File: src/rtl/paddle_input.sv
// paddle_input: synchronises and debounces the board buttons for the car game,
// producing one-cycle left/right step pulses with speed-selectable auto-repeat
// and a one-shot score-reset pulse.
module paddle_input #(
  parameter int unsigned SYNC_STAGES     = 2,
  parameter int unsigned DEBOUNCE_CYCLES = 251750,
  parameter int unsigned REPEAT_DELAY    = 7552500,
  parameter int unsigned REPEAT_BASE     = 2517500
) (
  input  logic       clk,
  input  logic       rst,
  input  logic       left_in,
  input  logic       right_in,
  input  logic       reset_in,
  input  logic       speed_lsb,
  input  logic       speed_msb,
  output logic       left_step,
  output logic       right_step,
  output logic       score_reset,
  output logic [1:0] speed_sel
);

  localparam int unsigned NUM_IN  = 5;
  localparam int unsigned NUM_FSM = 3;
  localparam int unsigned MAX_DR  = (DEBOUNCE_CYCLES > REPEAT_DELAY) ? DEBOUNCE_CYCLES : REPEAT_DELAY;
  localparam int unsigned MAX_CNT = (MAX_DR > REPEAT_BASE) ? MAX_DR : REPEAT_BASE;
  localparam int unsigned CNT_W   = $clog2(MAX_CNT) + 1;

  // Repeat intervals for speed_sel 0..3 (k = 9, 6, 4, 3 over 9)
  localparam int unsigned INT_0 = (REPEAT_BASE * 9) / 9;
  localparam int unsigned INT_1 = (REPEAT_BASE * 6) / 9;
  localparam int unsigned INT_2 = (REPEAT_BASE * 4) / 9;
  localparam int unsigned INT_3 = (REPEAT_BASE * 3) / 9;

  localparam logic [CNT_W-1:0] DEB_LAST  = CNT_W'(DEBOUNCE_CYCLES - 1);
  localparam logic [CNT_W-1:0] HOLD_LAST = CNT_W'(REPEAT_DELAY - 1);

  // FSM index 0 = left, 1 = right, 2 = score reset (no auto-repeat)
  localparam logic [NUM_FSM-1:0] REP_EN = 3'b011;

  typedef enum logic [2:0] {
    IDLE    = 3'd0,
    PRESS   = 3'd1,
    HOLD    = 3'd2,
    REPEAT  = 3'd3,
    RELEASE = 3'd4
  } state_t;

  logic [SYNC_STAGES-1:0][NUM_IN-1:0] sync_q;
  logic [NUM_IN-1:0]  raw_in;
  logic [NUM_IN-1:0]  sync_out;
  logic [NUM_FSM-1:0] btn;
  logic [1:0]         spd_prev;
  logic               spd_chg_c;
  logic [CNT_W-1:0]   interval;
  logic [CNT_W-1:0]   int_last;
  logic [NUM_FSM-1:0] fire_c;
  state_t             state [NUM_FSM];
  logic [CNT_W-1:0]   cnt   [NUM_FSM];

  assign raw_in    = {speed_msb, speed_lsb, reset_in, right_in, left_in};
  assign sync_out  = sync_q[SYNC_STAGES-1];
  assign btn       = sync_out[2:0];
  assign speed_sel = sync_out[4:3];
  assign spd_chg_c = (speed_sel != spd_prev);
  assign int_last  = interval - CNT_W'(1);

  // Flop chain synchronising every raw button input
  always_ff @(posedge clk) begin
    if (rst) sync_q <= '0;
    else     sync_q <= {sync_q[SYNC_STAGES-2:0], raw_in};
  end

  // Previous speed selection, for change detection
  always_ff @(posedge clk) begin
    if (rst) spd_prev <= 2'b00;
    else     spd_prev <= speed_sel;
  end

  // Repeat interval for the current speed
  always_comb begin
    interval = CNT_W'(INT_0);
    case (speed_sel)
      2'd1:    interval = CNT_W'(INT_1);
      2'd2:    interval = CNT_W'(INT_2);
      2'd3:    interval = CNT_W'(INT_3);
      default: interval = CNT_W'(INT_0);
    endcase
  end

  // Step request from each FSM in the cycle its count expires with the button still high
  always_comb begin
    fire_c = '0;
    for (int i = 0; i < NUM_FSM; i++) begin
      case (state[i])
        PRESS:   fire_c[i] = btn[i] && (cnt[i] == DEB_LAST);
        HOLD:    fire_c[i] = REP_EN[i] && btn[i] && (cnt[i] == HOLD_LAST);
        REPEAT:  fire_c[i] = btn[i] && !spd_chg_c && (cnt[i] == int_last);
        default: fire_c[i] = 1'b0;
      endcase
    end
  end

  // Debounce / hold / repeat / release state machines
  always_ff @(posedge clk) begin
    if (rst) begin
      for (int i = 0; i < NUM_FSM; i++) begin
        state[i] <= IDLE;
        cnt[i]   <= '0;
      end
    end else begin
      for (int i = 0; i < NUM_FSM; i++) begin
        case (state[i])
          IDLE: begin
            if (btn[i]) begin
              state[i] <= PRESS;
              cnt[i]   <= '0;
            end
          end
          PRESS: begin
            if (!btn[i]) begin
              state[i] <= IDLE;
              cnt[i]   <= '0;
            end else if (fire_c[i]) begin
              state[i] <= HOLD;
              cnt[i]   <= '0;
            end else begin
              cnt[i] <= cnt[i] + CNT_W'(1);
            end
          end
          HOLD: begin
            if (!btn[i]) begin
              state[i] <= RELEASE;
              cnt[i]   <= '0;
            end else if (fire_c[i]) begin
              state[i] <= REPEAT;
              cnt[i]   <= '0;
            end else if (REP_EN[i]) begin
              cnt[i] <= cnt[i] + CNT_W'(1);
            end
          end
          REPEAT: begin
            if (!btn[i]) begin
              state[i] <= RELEASE;
              cnt[i]   <= '0;
            end else if (spd_chg_c || fire_c[i]) begin
              cnt[i] <= '0;
            end else begin
              cnt[i] <= cnt[i] + CNT_W'(1);
            end
          end
          RELEASE: begin
            if (btn[i]) begin
              // Score reset returns to HOLD so it cannot re-fire until a full release
              state[i] <= REP_EN[i] ? REPEAT : HOLD;
              cnt[i]   <= '0;
            end else if (cnt[i] == DEB_LAST) begin
              state[i] <= IDLE;
              cnt[i]   <= '0;
            end else begin
              cnt[i] <= cnt[i] + CNT_W'(1);
            end
          end
          default: begin
            state[i] <= IDLE;
            cnt[i]   <= '0;
          end
        endcase
      end
    end
  end

  // Registered outputs; simultaneous left/right steps cancel each other
  always_ff @(posedge clk) begin
    if (rst) begin
      left_step   <= 1'b0;
      right_step  <= 1'b0;
      score_reset <= 1'b0;
    end else begin
      left_step   <= fire_c[0] & ~fire_c[1];
      right_step  <= fire_c[1] & ~fire_c[0];
      score_reset <= fire_c[2];
    end
  end

endmodule

File: config.mk
export PLATFORM = sky130hd
export DESIGN_NAME = paddle_input
export DESIGN_NICKNAME = d
export VERILOG_FILES = /design/src/rtl/paddle_input.sv
export SDC_FILE = /design/constraint.sdc
export NUM_CORES = 1
export LEC_CHECK = 0
export BUFFER_PORTS_ARGS = -buffer_cell sky130_fd_sc_hd__buf_4
export CAP_MARGIN = 20
export CORE_ASPECT_RATIO = 0.8
export CORE_UTILIZATION = 55
export CTS_CLUSTER_DIAMETER = 100
export CTS_CLUSTER_SIZE = 16
export DETAILED_ROUTE_END_ITERATION = 16
export PLACE_DENSITY = 0.81
export SLEW_MARGIN = 20
export SYNTH_ARGS = -nofsm -noshare
export SYNTH_HDL_FRONTEND = slang
export SYNTH_SLANG_ARGS = --single-unit
export TNS_END_PERCENT = 1
File: constraint.sdc
create_clock -name clk -period 2.97 [get_ports clk]
set_input_delay 0.4455 -clock clk [delete_from_list [all_inputs] [get_ports clk]]
set_output_delay 0.4455 -clock clk [all_outputs]
set_load 0.005 [all_outputs]
==> results of run 1 <==
-- worst paths after layout --
path	from	to	slack [ps]
setup reg to reg	sync_out[4]	cnt[2][7]	90
hold reg to reg	sync_q[0]	sync_out[0]	440
hold / removal	left_in	sync_q[0]	320
setup / recovery	sync_out[4]	cnt[2][7]	90
-- registers in the layout, indices dropped and copies added (netlist names) --
signal       count
right_step       1
sync_q           5
cnt             72
spd_prev         2
state            9
score_reset      1
left_step        1
sync_out         5
-- per-stage QoR --
stage	setup slack (ps)	TNS [ps]	power, mW
2_1_floorplan	-211	-5070	3.62
5_1_grt	-50.4	-943	5.64
3_5_place_dp	1.74	0	4.14
3_3_place_gp	215	0	4.07
6_report	85.7	0	5.36
4_1_cts	77.7	0	5.31
-- cells in the final DEF, fill, tap and decap left out, types with 4 or more instances in the layout --
master	synthesis	layout
nor3_1	38	38
or2_2	5	5
nor2_1	94	94
edfxtp_1	81	81
nor3b_1	10	10
and4_1	9	9
nand2b_1	4	4
inv_1	14	14
and3_1	16	16
nor4_1	13	13
nor4b_1	10	8
a21oi_1	16	16
and4b_1	12	12
dfxtp_1	15	15
nand3_1	38	38
xor2_1	44	44
nor4bb_1	6	6
ha_1	10	10
nand2_1	48	48
xnor2_1	39	39
a211oi_1	5	5
nor2b_1	19	19
o21ai_0	7	7
and3b_1	6	6
clkbuf_16	0	9
buf_4	4	32
nand4_1	17	17
-- report_power, final --
| part | switching [mW] | total (mW) | internal, mW |
|---|---|---|---|
| registers | 0.760 | 2.75 | 1.99 |
| logic | 0.799 | 1.47 | 0.667 |
| clock network | 0.551 | 1.14 | 0.594 |
| total | 2.11 | 5.36 | 3.25 |
-- critical path, cell delays in order, from the launching register on --
cell and delay [ps]:
dfxtp_1 320, buf_4 150, ha_1 250, buf_4 200, and3b_1 230, nand3_1 90, a2111oi_0 670, a32oi_1 200
a22oi_2 240, buf_12 190, nor3_1 80
-- routing by layer --
metal	global-route usage (%)	vias to the layer above	part of all wire [%]
met5	0	-	0
met4	8.54	0	1.8
li1	-	2462	-
met2	40.2	284	44
met3	6.37	26	8.9
met1	40.5	2513	45
-- repair_timing --
item	CTS	global route
endpoints found under the setup margin	24	48
cloned	1	0
hold buffers	0	0
gates resized for setup	2	1
buffers inserted	0	2
pin swaps	1	1
-- cell type report --
type                       count  area, sq um  area share, %
timing repair buffer          34          280           4.03
inverter                      15         56.3          0.810
clock inverter                 7         66.3          0.954
sequential                    96         2730           39.3
clock buffer                   9          225           3.24
tap                          144          180           2.59
multi-input combinational    520         3410           49.1
-- kinds of logic (layout without fill, tap and decap cells) --
| family | count (synthesis) | in the layout |
|---|---|---|
| fa+ha+maj | 10 | 10 |
| xor+xnor | 83 | 83 |
| compound gates | 59 | 59 |
| flops | 96 | 96 |
| mux | 2 | 2 |
| buf+inv | 55 | 65 |
| simple gates | 365 | 366 |
==> results.yml, run 1 <==
grt:
  gr-total-overflow: 0
  first_global_vias: 5022
  antenna_found_initial: 0
  grt_use_total_pct: 27.6
  grt_pass1_wl_mm: 25.8
  grt_start_max_net_pins: 36
power:
  pwr_density_cell_nw_per_um2: 771
  vdd_drop_max_mv: 0.460
  leakagePower_nw: 2.37
sta:
  max_freq_mhz: 347
  max-slew-margin-rel_pct: 32.7
  tightestPinTransition_ps: 1010
  finalSetupViolations: 0
  hold_viol: 0
  drv_slew: 0
  fin_crit_sh_pct: 97.1
  finalCriticalPeriod_ps: 2880
  rsz0062_at_grt: "true"
  holdWs_ps: 317
  fin_skew_ps: 11.6
synthesis:
  synthXorXnorAreaFrac_pct: 11.4
  synth_fa_ha_area_share_pct: 1.96
  ys.warnings.count: 0
  synthSimpleGateAreaFrac_pct: 32.2
  yosys.cell_types.count: 65
  synthTopCellsByArea: "edfxtp_1, xor2_1, nor2_1, xnor2_1, dfxtp_1"
  synth_top_family_by_area: "simple AND/OR/NAND/NOR gates"
  synth_top_area_cell: "edfxtp_1"
  synth_nets: 687
  seq_area_frac_synth_pct: 42.9
  syn-instance-count: 670
  synth_mux_area_share_pct: 0.314
  ys_seq_elements: 96
  synth_compound_area_share_pct: 7.12
  async_flop_share_pct: 0
  synth_common_cells: "nor2_1, edfxtp_1, nand2_1, xor2_1, xnor2_1"
  synth_most_common_cell: "nor2_1"
  synth_top_flop_cell: "edfxtp_1"
  syn_avg_cell_area_sq_um: 9.52
  yosysTopAreaCellShare_pct: 38.1
  synth_area_sq_um: 6380
  synth_edf_count: 81
layout:
  area_growth_pct: 9.01
  nets: 693
  final.fill_count: 913
  drive_above_1_share_pct: 11.2
  layout.cells.non_filler: 825
  fin_util_pct: 62.8
  design_area_sq_um: 6950
  num_antenna_cells: 0
detailed_routing:
  viasPerCell: 6.41
  ant_nets: 0
  routed_wl_mm: 15.5
  initialDrtViolationCount: 631
  route.detailed.drc: 0
  wire_per_inst_microns: 18.8
  vias: 5285
  firstDrtPassIters: 5
status:
  outcome: "complete, no violations"
clock_tree:
  clk_transition_reported_paths_ps: 70
  cts-buffers-inserted: 9
  clock_sinks: 96
  cts_max_level: 3
  insertion_delay_ps: 350
  cts_root_buf: "clkbuf_16"
  clk_path_buf_depth: 2
  cts_tree: "built"
flow_run:
  cap_violations: 0
place:
  io_buffers: 11
  dp_hpwl_mm: 11.1
  place_inst: 806
  gp_congestion: 0.961
  placed_cell_area_sq_um: 6620
worst_hold_path:
  whs_path_depth: 2
  hold_path_class: "input port to register"
critical_path:
  cp_max_fo: 24
  reg2regPathDepth: 10
  endpoint_kind: "register"
  required_ps: 3060
  arrival_ps: 2970
  start_kind: "register"
  crit_type: "register to register"
floorplan:
  core_sq_um: 11100
  io_pins: 12
  initial_core_util_pct: 57.6
  die_w_microns: 122
  die_h_microns: 98.3
  core.rowCount: 34
  die-area_sq_um: 12000
Power figures use the tool's default switching activity.
==> inputs of run 2 (changes only) <==
- PLACE_DENSITY: 0.81 -> 0.78
- SKIP_CTS_REPAIR_TIMING: unset -> 1
- clock period: 2.97 -> 3.2 ns (I/O delays scaled with it)
==> run 2 against run 1 <==
Wire length decreased by 5.0%. Register-to-register slack about the same. Setup slack improved by 12 ps. Fmax decreased by 7.0%. Design area fell by 1.4%. Die area stayed put. Hold slack improved by 21 ps. Combinational power is 13% lower. Via count down 2.4%. Non-clock buffer count is 11 lower. Clock power shrank 7%. Core utilization is 0.89 points lower. Largest cell class unchanged.
==> results.yml, run 2 (synthesis gave the netlist of run 1 again) <==
sta:
  finalCriticalPeriod_ps: 3100
  fin_skew_ps: 8.84
  finalSetupViolations: 0
  max_freq_mhz: 322
  tightestPinTransition_ps: 1040
  hold_viol: 0
  fin_ws_ps: 98.2
  max-slew-margin-rel_pct: 30.4
  drv_slew: 0
  fin_crit_sh_pct: 96.9
critical_path:
  worst_r2r_startpoint: "sync_out[4]"
  arrival_ps: 3130
  worstReg2RegEnd: "cnt[0][16]"
  endpoint_kind: "register"
  r2r_slack_ps: 100
  start_kind: "register"
  cp_max_fo: 24
  crit_type: "register to register"
  required_ps: 3220
  reg2regPathDepth: 10
floorplan:
  core.rowCount: 34
  initial_core_util_pct: 57.6
  die_w_microns: 122
  core_sq_um: 11100
  die-area_sq_um: 12000
  die_h_microns: 98.3
  io_pins: 12
grt:
  first_global_vias: 4756
  gr-total-overflow: 0
  grt_start_max_net_pins: 48
  grt_use_total_pct: 25.8
  antenna_found_initial: 0
  grt_pass1_wl_mm: 24.5
layout:
  nets: 682
  fin_util_pct: 61.9
  final_cell_mix: "nor2_1, edfxtp_1, nand2_1"
  largest_register_ffs: 72
  regMostFlops: "cnt"
  reg_top3: "cnt (72), state (9)"
  design_area_sq_um: 6850
  num_antenna_cells: 0
  drive_above_1_share_pct: 10.0
  layout_commonest_cell: "nor2_1"
  area_growth_pct: 7.46
detailed_routing:
  wire_per_inst_microns: 18.1
  ant_nets: 0
  vias: 5156
  routed_wl_mm: 14.8
  firstDrtPassIters: 5
  initialDrtViolationCount: 720
  viasPerCell: 6.33
  route.detailed.drc: 0
power:
  leakagePower_nw: 2.30
  vdd_drop_max_mv: 0.397
  pwr_density_cell_nw_per_um2: 714
clock_tree:
  clock_sinks: 96
  cts-buffers-inserted: 9
  clk_path_buf_depth: 2
  insertion_delay_ps: 350
  cts_max_level: 3
  clk_transition_reported_paths_ps: 70
  cts_tree: "built"
  cts_root_buf: "clkbuf_16"
place:
  placed_cell_area_sq_um: 6530
  io_buffers: 11
  gp_congestion: 0.941
  dp_hpwl_mm: 10.3
  dpl_worst_slack_ps: 65.0
worst_hold_path:
  hold_path_class: "input port to register"
  whs_path_depth: 2
  holdPathEnd: "sync_q[2]"
  min_from: "reset_in"
flow_run:
  cap_violations: 0
status:
  outcome: "complete, no violations"
==> run 2: cell types whose count changed in the layout (fill, tap and decap cells not counted), sizes merged <==
cell / change
clkinv: +2
buf: -11
inv: -2
==> run 2: final cells by class <==
| class | count | area (sq um) |
|---|---|---|
| flip-flops and latches | 96 | 2730 |
| well taps | 144 | 180 |
| clock buffers | 9 | 225 |
| inverters | 15 | 56.3 |
| fillers | 902 | 4210 |
| multi-input cells | 520 | 3420 |
| clock inverters | 7 | 63.8 |
| repair buffers | 23 | 173 |
==> run 2: per-layer routing <==
metal / global-route usage, % / wire length [microns]
met3: 5.49 / 1390
met4: 6.66 / 140
met1: 41.0 / 7060
met5: 0 / 0
met2: 35.0 / 6170
==> run 2: worst max-delay path by stage <==
stage / from / to / slack, ps / depth (start not counted)
finish: sync_out[4] / cnt[0][16] / 100 / 10
global route: sync_out[4] / cnt[0][0] / -10 / 10
CTS: sync_out[4] / cnt[0][3] / 40 / 10
detailed placement: sync_out[4] / cnt[0][0] / 70 / 10
global placement: sync_out[4] / cnt[0][19] / 190 / 10
floorplan: sync_out[3] / cnt[0][0] / 20 / 10
==> run 2: power by group <==
group	internal [mW]	switching [mW]
clock network	0.546	0.509
registers	1.85	0.704
logic	0.571	0.714
total	2.97	1.93
==> run 2: critical path: stages, from the launching register on <==
cell     delay (ps)
dfxtp_1         430
inv_1           120
ha_1            440
buf_4           220
nor4b_2         330
nor2_1           80
nor4_1          310
nand3_1         140
a31o_2          300
nand3_1          80
buf_4           310
==> run 2: per-stage QoR <==
stage	power (mW)	std cells	hold slack [ps]	setup TNS (ps)
after floorplan	3.36	670	414	0
after CTS	4.84	813	331	0
after global placement	3.72	797	422	0
after detailed placement	3.78	797	425	0
final	4.89	814	338	0
after global routing	5.15	814	337	-240
